## src/rtl/seven_segment_decoder.sv

```systemverilog
// seven_segment_decoder
//   Recovers the 5-bit digit code from an observed seven-segment bus. A new
//   pattern must be sampled identically on STABLE_CYCLES+1 consecutive edges
//   before it is accepted. Each accepted pattern is reported exactly once.
//
// Ports
//   clk          system clock, rising edge
//   reset        synchronous active-high reset
//   segments_in  observed segment bus (bit7=dp, bit6..0=g..a)
//   value        last accepted digit code (bit4=dp, bits3..0=hex digit)
//   valid        one-cycle pulse: legal digit accepted
//   blank        level: last accepted pattern had all segments off
//   error        one-cycle pulse: illegal pattern accepted
//   err_count    saturating count of accepted illegal patterns
module seven_segment_decoder #(
  parameter int unsigned STABLE_CYCLES = 4
) (
  input  logic       clk,
  input  logic       reset,
  input  logic [7:0] segments_in,
  output logic [4:0] value,
  output logic       valid,
  output logic       blank,
  output logic       error,
  output logic [7:0] err_count
);

  localparam int unsigned SEG_W = 8;
  localparam int unsigned VAL_W = 5;
  localparam int unsigned DIG_W = 4;
  localparam int unsigned CNT_W = 8;
  localparam int unsigned ERR_W = 8;

  localparam logic [CNT_W-1:0] CNT_TARGET = CNT_W'(STABLE_CYCLES);
  localparam logic [ERR_W-1:0] ERR_MAX    = '1;

  typedef enum logic {
    ST_SETTLING = 1'b0,
    ST_LOCKED   = 1'b1
  } state_e;

  state_e             state_q, state_d;
  logic [SEG_W-1:0]   seg_q, seg_d;
  logic [CNT_W-1:0]   cnt_q, cnt_d;
  logic [VAL_W-1:0]   value_q, value_d;
  logic               valid_q, valid_d;
  logic               blank_q, blank_d;
  logic               error_q, error_d;
  logic [ERR_W-1:0]   err_count_q, err_count_d;

  logic [DIG_W-1:0]   dec_digit;
  logic               dec_legal;
  logic               dec_blank;

  // Segment pattern (g..a) to hex digit; anything off-table is illegal.
  always_comb begin
    dec_digit = '0;
    dec_legal = 1'b1;
    dec_blank = (seg_q[6:0] == 7'h00);
    case (seg_q[6:0])
      7'h3F: dec_digit = 4'h0;
      7'h06: dec_digit = 4'h1;
      7'h5B: dec_digit = 4'h2;
      7'h4F: dec_digit = 4'h3;
      7'h66: dec_digit = 4'h4;
      7'h6D: dec_digit = 4'h5;
      7'h7D: dec_digit = 4'h6;
      7'h07: dec_digit = 4'h7;
      7'h7F: dec_digit = 4'h8;
      7'h6F: dec_digit = 4'h9;
      7'h77: dec_digit = 4'hA;
      7'h7C: dec_digit = 4'hB;
      7'h39: dec_digit = 4'hC;
      7'h5E: dec_digit = 4'hD;
      7'h79: dec_digit = 4'hE;
      7'h71: dec_digit = 4'hF;
      default: dec_legal = 1'b0;
    endcase
  end

  // Settle tracking and accept handling.
  always_comb begin
    state_d     = state_q;
    seg_d       = seg_q;
    cnt_d       = cnt_q;
    value_d     = value_q;
    valid_d     = 1'b0;
    blank_d     = blank_q;
    error_d     = 1'b0;
    err_count_d = err_count_q;

    if (segments_in != seg_q) begin
      // Any change restarts the settle, whichever state we were in.
      seg_d   = segments_in;
      cnt_d   = CNT_W'(1);
      state_d = ST_SETTLING;
    end else if (state_q == ST_SETTLING) begin
      if (cnt_q >= CNT_TARGET) begin
        state_d = ST_LOCKED;
        if (dec_blank) begin
          blank_d = 1'b1;
        end else if (dec_legal) begin
          value_d = {seg_q[7], dec_digit};
          valid_d = 1'b1;
          blank_d = 1'b0;
        end else begin
          error_d = 1'b1;
          if (err_count_q != ERR_MAX) begin
            err_count_d = err_count_q + ERR_W'(1);
          end
        end
      end else begin
        cnt_d = cnt_q + CNT_W'(1);
      end
    end
  end

  // State and output registers.
  always_ff @(posedge clk) begin
    if (reset) begin
      state_q     <= ST_LOCKED;
      seg_q       <= '0;
      cnt_q       <= '0;
      value_q     <= '0;
      valid_q     <= 1'b0;
      blank_q     <= 1'b1;
      error_q     <= 1'b0;
      err_count_q <= '0;
    end else begin
      state_q     <= state_d;
      seg_q       <= seg_d;
      cnt_q       <= cnt_d;
      value_q     <= value_d;
      valid_q     <= valid_d;
      blank_q     <= blank_d;
      error_q     <= error_d;
      err_count_q <= err_count_d;
    end
  end

  assign value     = value_q;
  assign valid     = valid_q;
  assign blank     = blank_q;
  assign error     = error_q;
  assign err_count = err_count_q;

endmodule

```

## config.mk

```make
export PLATFORM = sky130hd
export DESIGN_NAME = seven_segment_decoder
export DESIGN_NICKNAME = d
export VERILOG_FILES = /design/src/rtl/seven_segment_decoder.sv
export SDC_FILE = /design/constraint.sdc
export NUM_CORES = 1
export LEC_CHECK = 0
export ABC_CLOCK_PERIOD_IN_PS = 2700
export CAP_MARGIN = 20
export CORE_ASPECT_RATIO = 0.5
export CORE_MARGIN = 1
export CORE_UTILIZATION = 31
export CTS_CLUSTER_DIAMETER = 50
export DETAILED_ROUTE_END_ITERATION = 8
export PLACE_DENSITY = 0.53
export SLEW_MARGIN = 5
export SYNTH_ARGS = -nofsm -noshare
export SYNTH_HDL_FRONTEND = slang
export SYNTH_SLANG_ARGS = --single-unit
```

## constraint.sdc

```tcl
create_clock -name clk -period 2.7 [get_ports clk]
set_input_delay 0.675 -clock clk [delete_from_list [all_inputs] [get_ports clk]]
set_output_delay 0.675 -clock clk [all_outputs]
set_load 0.01 [all_outputs]
```

After elaboration in Yosys (flattened, before gate mapping)
Cells that the tools add are included.

Bits in registers: 33. Input bits: 10. Output and inout bits: 16. Word-level logic and storage cells: 59.

Add/subtract/negate cells: 2. $lt $le $gt $ge: 1. Equal/unequal tests: 20. Mux-type cells: 12. Bitwise gates (word level): 5. Reductions and logical operators: 10.

Operators by type and width (count): $eq 7x7->1 const B (12); $pmux 4 s15 (1); $add 8x1->8 const B (2); $reduce_or 16->1 (1); $eq 7x3->1 const B (2); $eq 7x6->1 const B (2); $mux 1 (11); $ge 8x3->1 const B (1); $ne 8x8->1 (1); $ne 8x8->1 const B (1); $logic_not 7->1 (1); $reduce_and 6->1 (1); $not 1->1 (5); $reduce_and 5->1 (1); $reduce_or 5->1 (1); $reduce_and 2->1 (2); $reduce_and 4->1 (1); $ne 2x1->1 const B (1); $ne 2x2->1 const B (1); $reduce_bool 2->1 (1); $reduce_or 2->1 (1).

Logic depth before layout (Yosys ltp)
Depth in word-level cells: 5. Depth in mapped cells: 9. Mapped depth without buffers: 6.

Worst setup path before layout
Ideal clock, no wire load.

Path type: in2reg. Start: input port segments_in[2]. End: register err_count_q[4] (netlist: err_count[4]). Setup time: 0.123 ns. Arrival time: 2.432 ns. Data required time: 2.577 ns. Setup slack: 0.144 ns. Cell stages on the path: 7. Buffers on the path: 1. Cell sequence: xor2_1 -> nor4_4 -> nand2_2 -> or4_1 -> buf_6 -> nor4_2 -> mux2_1.

Cells in the longest elaborated chain, start to end: 3.

Ends and longest elaborated chain: start, declared (line 20) `input logic [7:0] segments_in,`; $ne 8x8->1 (line 92) `if (segments_in != seg_q) begin`; $not 1->1 (no line); $reduce_and 6->1 (no line); end signal, assigned (line 137) `err_count_q <= err_count_d;`; end, declared (line 49) `logic [ERR_W-1:0] err_count_q, err_count_d;`.

Every way passes these cells. A chain may end at the register's enable or synchronous reset.

Worst setup path after layout
Start: input port segments_in[2]. End: register err_count_q[2] (netlist: err_count[2]).

The elaborated chain is that of the path after synthesis.

==> results.md <==
* Post-synth top area cell: dfxtp_1
* Clock buffer depth at 2
* Slowest-stage cell, CP: or4_4
* Fraction of layout cells with a size suffix above 1 at 24.5%
* Worst skew pair latency at 0.27 ns
* Tcrit/Tclk final at 96.7%
* Dominant synthesized flop cell: dfxtp_1
* CP required at 2.86 ns
* Net switching power figure at 259 uW
* Max-slew headroom at 48.8%
* Critical Path Stages at 8
* Mean Syn Cell Area at 8.98 sq um
* Final Hold Viols at 0
* Reg-to-reg endpoint: err_count[2]$_SDFFE_PP0P_
* Worst Setup End Kind: register
* Asr flop ratio synth at 0%
* Final-report max-slew violation count at 0
* Data arrival time of the worst path at 2.77 ns
* Hold Path Class: reg2reg
* TritonCTS clock tree: done
* Die height at 57.5 um
* Router iterations before antenna repair at 5
* Worst Skew at 0.00578 ns
* Worst hold endpoint: cnt_q[4]$_SDFFE_PP0P_
* Hold path startpoint: cnt_q[4]$_SDFFE_PP0P_
* Crit-path max FO at 7
* CTS root buf: clkbuf_16
* CP Cell Sequence: dlymetal6s2s_1 > xor2_2 > nor4_4 > nand2_2 > or4_4 > buf_12 > nor4_4 > mux2_4
* First-pass GRT wire length at 7.53 mm
* Yosys top cell area share at 34.6%
* Sequential share of power at 44.6%
* CP bufs+invs at 2
* FF-to-FF Start: seg_q[3]$_SDFFE_PP0P_
* Max cap viols at 0
* Critical path's largest stage delay at 0.56 ns
* I/O pins at 26
* IO Port Bufs at 25
* Vias per cell at 5.04
* TNS Setup at 0 ns
* Most common cell in the synthesized netlist: dfxtp_1
* Row Count at 19
* Detailed Route WL at 4.36 mm
* Fin nets at 259
* CP top delay family: simple AND/OR/NAND/NOR gates
* Cell count after synthesis at 213
* Top post-synthesis cells by count: dfxtp_1 (33), nand2_1 (17), nor2_1 (15), nor2b_1 (15), clkbuf_1 (10)
* PD cells at 448 nW/um^2
* Flop2flop setup slack at 0.15 ns
* Leakage at 0.952 nW
* # diodes at 0
* Clock power share at 44.6%
* Total number of vias at 1603
* Die area at 6500 sq um
* Total grt overflow at 0
* Die Wd at 113 um
* H-Tree Depth at 2
* Fillers at 576
* Cell variety after synth at 52
* CP dominant cell by count: nor4_4
* 1st-iter DRT viols at 92
* Hold buffers post-CTS at 0
* Crit path kind: in2reg
* Fmax at 0.383 GHz
* Yosys warns at 0
* Post-layout util at 44.4%
* Startpoint class of the critical path: input pin
* Sw frac at 22.8%
* Gate power share at 10.7%
* DRC Markers at 0
* Largest net degree at the start of global routing at 18
* Final min period at 2.61 ns
* Area growth syn-to-layout at 32.6%
* Post-synth EDFFs at 0
* Final setup fails at 0
* Final Wtd Congestion at 0.816
* Clock slew at reported path FFs at 0.05 ns
* Hold path depth at 1
* Worst Reg-to-Reg Cells at 6
* Global Route Usage Sum at 14.8%
* Num Clock Sinks at 33
* Drt wl/cell at 13.7 um
* Sequential fraction of the synthesis area at 34.6%
* P_int at 877 uW
* Routed Antenna Nets at 0
* Cell area after synthesis at 1910 sq um
* Starting density of the core at 33.5%
* Worst-margin pin slew at 0.761 ns
* FF+latch count, synth at 33
* Vias in the first global route at 1550
* Synth area leaders: dfxtp_1 (35%), nor2b_1 (4.9%), xor2_1 (3.7%)
* Placeable Area at 5710 sq um
* Antenna violations before repair at 0
* TritonCTS Buffers at 5
* Outcome: completed
* Worst vdd ir at 248 uV
* Syn_nets at 226
* Dpl hpwl at 3.03 mm
final cells by class:
| class | instances | area, sq um | share of cell area (%) |
|---|---|---|---|
| repair buffers | 45 | 402 | 15.8 |
| inverters | 7 | 26.3 | 1.04 |
| flip-flops and latches | 33 | 661 | 26.1 |
| multi-input cells | 154 | 1220 | 48.3 |
| clock buffers | 5 | 125 | 4.94 |
| clock inverters | 1 | 5.00 | 0.197 |
| well taps | 73 | 91.3 | 3.60 |
cells in the final DEF (no fill, tap or decap), types with 4 or more instances in the layout:
cell type | netlist | routed
a21oi_1 | 9 | 9
nor2b_1 | 15 | 15
clkdlybuf4s50_1 | 0 | 17
buf_4 | 1 | 19
xor2_2 | 0 | 7
nor3_1 | 8 | 8
mux2i_1 | 6 | 6
dfxtp_1 | 33 | 33
inv_1 | 7 | 7
nor2_1 | 15 | 15
nor4_4 | 3 | 6
nand3_1 | 5 | 5
and2_1 | 5 | 5
mux2_4 | 0 | 4
nand2_1 | 17 | 17
clkbuf_16 | 0 | 5
nor4_1 | 4 | 4
stage by stage:
| step | worst slack, ns | area (sq um) | hold WS [ns] | instances | power (mW) |
|---|---|---|---|---|---|
| after CTS | 0.0517 | 2460 | 0.456 | 314 | 1.15 |
| after detailed placement | -0.402 | 2240 | 0.439 | 306 | 0.625 |
| after global placement | -0.356 | 2240 | 0.435 | 306 | 0.622 |
| after global routing | -0.00501 | 2530 | 0.473 | 318 | 1.20 |
| after floorplan | 0.144 | 1910 | 0.420 | 213 | 0.592 |
| final | 0.0890 | 2530 | 0.451 | 318 | 1.14 |
cell families after synthesis:
| kind of cell | after synthesis | synth area share (%) |
|---|---|---|
| muxes | 12 | 6.68 |
| xor gates and xnor gates | 9 | 4.12 |
| adders and majority gates | 3 | 1.96 |
| DFF | 33 | 34.6 |
| and+or+nand+nor | 102 | 34.3 |
| buffers and inverters | 26 | 7.46 |
| AOI/OAI and AO/OA | 28 | 10.9 |
power by group through the flow:
stage	Sequential, mW	Clock (mW)	Combinational, mW
2_1_floorplan	0.510	0	0.0819
3_3_place_gp	0.513	0	0.109
3_5_place_dp	0.514	0	0.111
4_1_cts	0.505	0.526	0.115
5_1_grt	0.507	0.554	0.134
6_report	0.507	0.507	0.122
registers in the layout, summed over array words and instances (netlist names):
name,count
cnt_q,8
err_count,8
seg_q,8
value,5
blank,1
error,1
state_q,1
valid,1
layer usage:
layer	routed length [um]	vias to the layer above	GRT usage, %	part of all wire [%]
met1	2250	759	19.9	52
met5	0	-	0	0
met4	36	0	5.08	0.83
li1	-	814	-	-
met2	1900	25	23.2	44
met3	169	5	4.04	3.9
timing repair:
item                       4_1_cts  5_1_grt
setup endpoints to repair        9        7
pin swaps                        3        7
setup buffers                    2        4
resized for setup               18       21
worst max-delay path by stage:
stage	end	start
floorplan	err_count[4]$_SDFFE_PP0P_	segments_in[2]
global placement	err_count[7]$_SDFFE_PP0P_	segments_in[3]
detailed placement	err_count[4]$_SDFFE_PP0P_	segments_in[3]
CTS	err_count[4]$_SDFFE_PP0P_	segments_in[3]
global route	err_count[2]$_SDFFE_PP0P_	segments_in[2]
finish	err_count[2]$_SDFFE_PP0P_	segments_in[2]
Power figures use the tool's default switching activity.
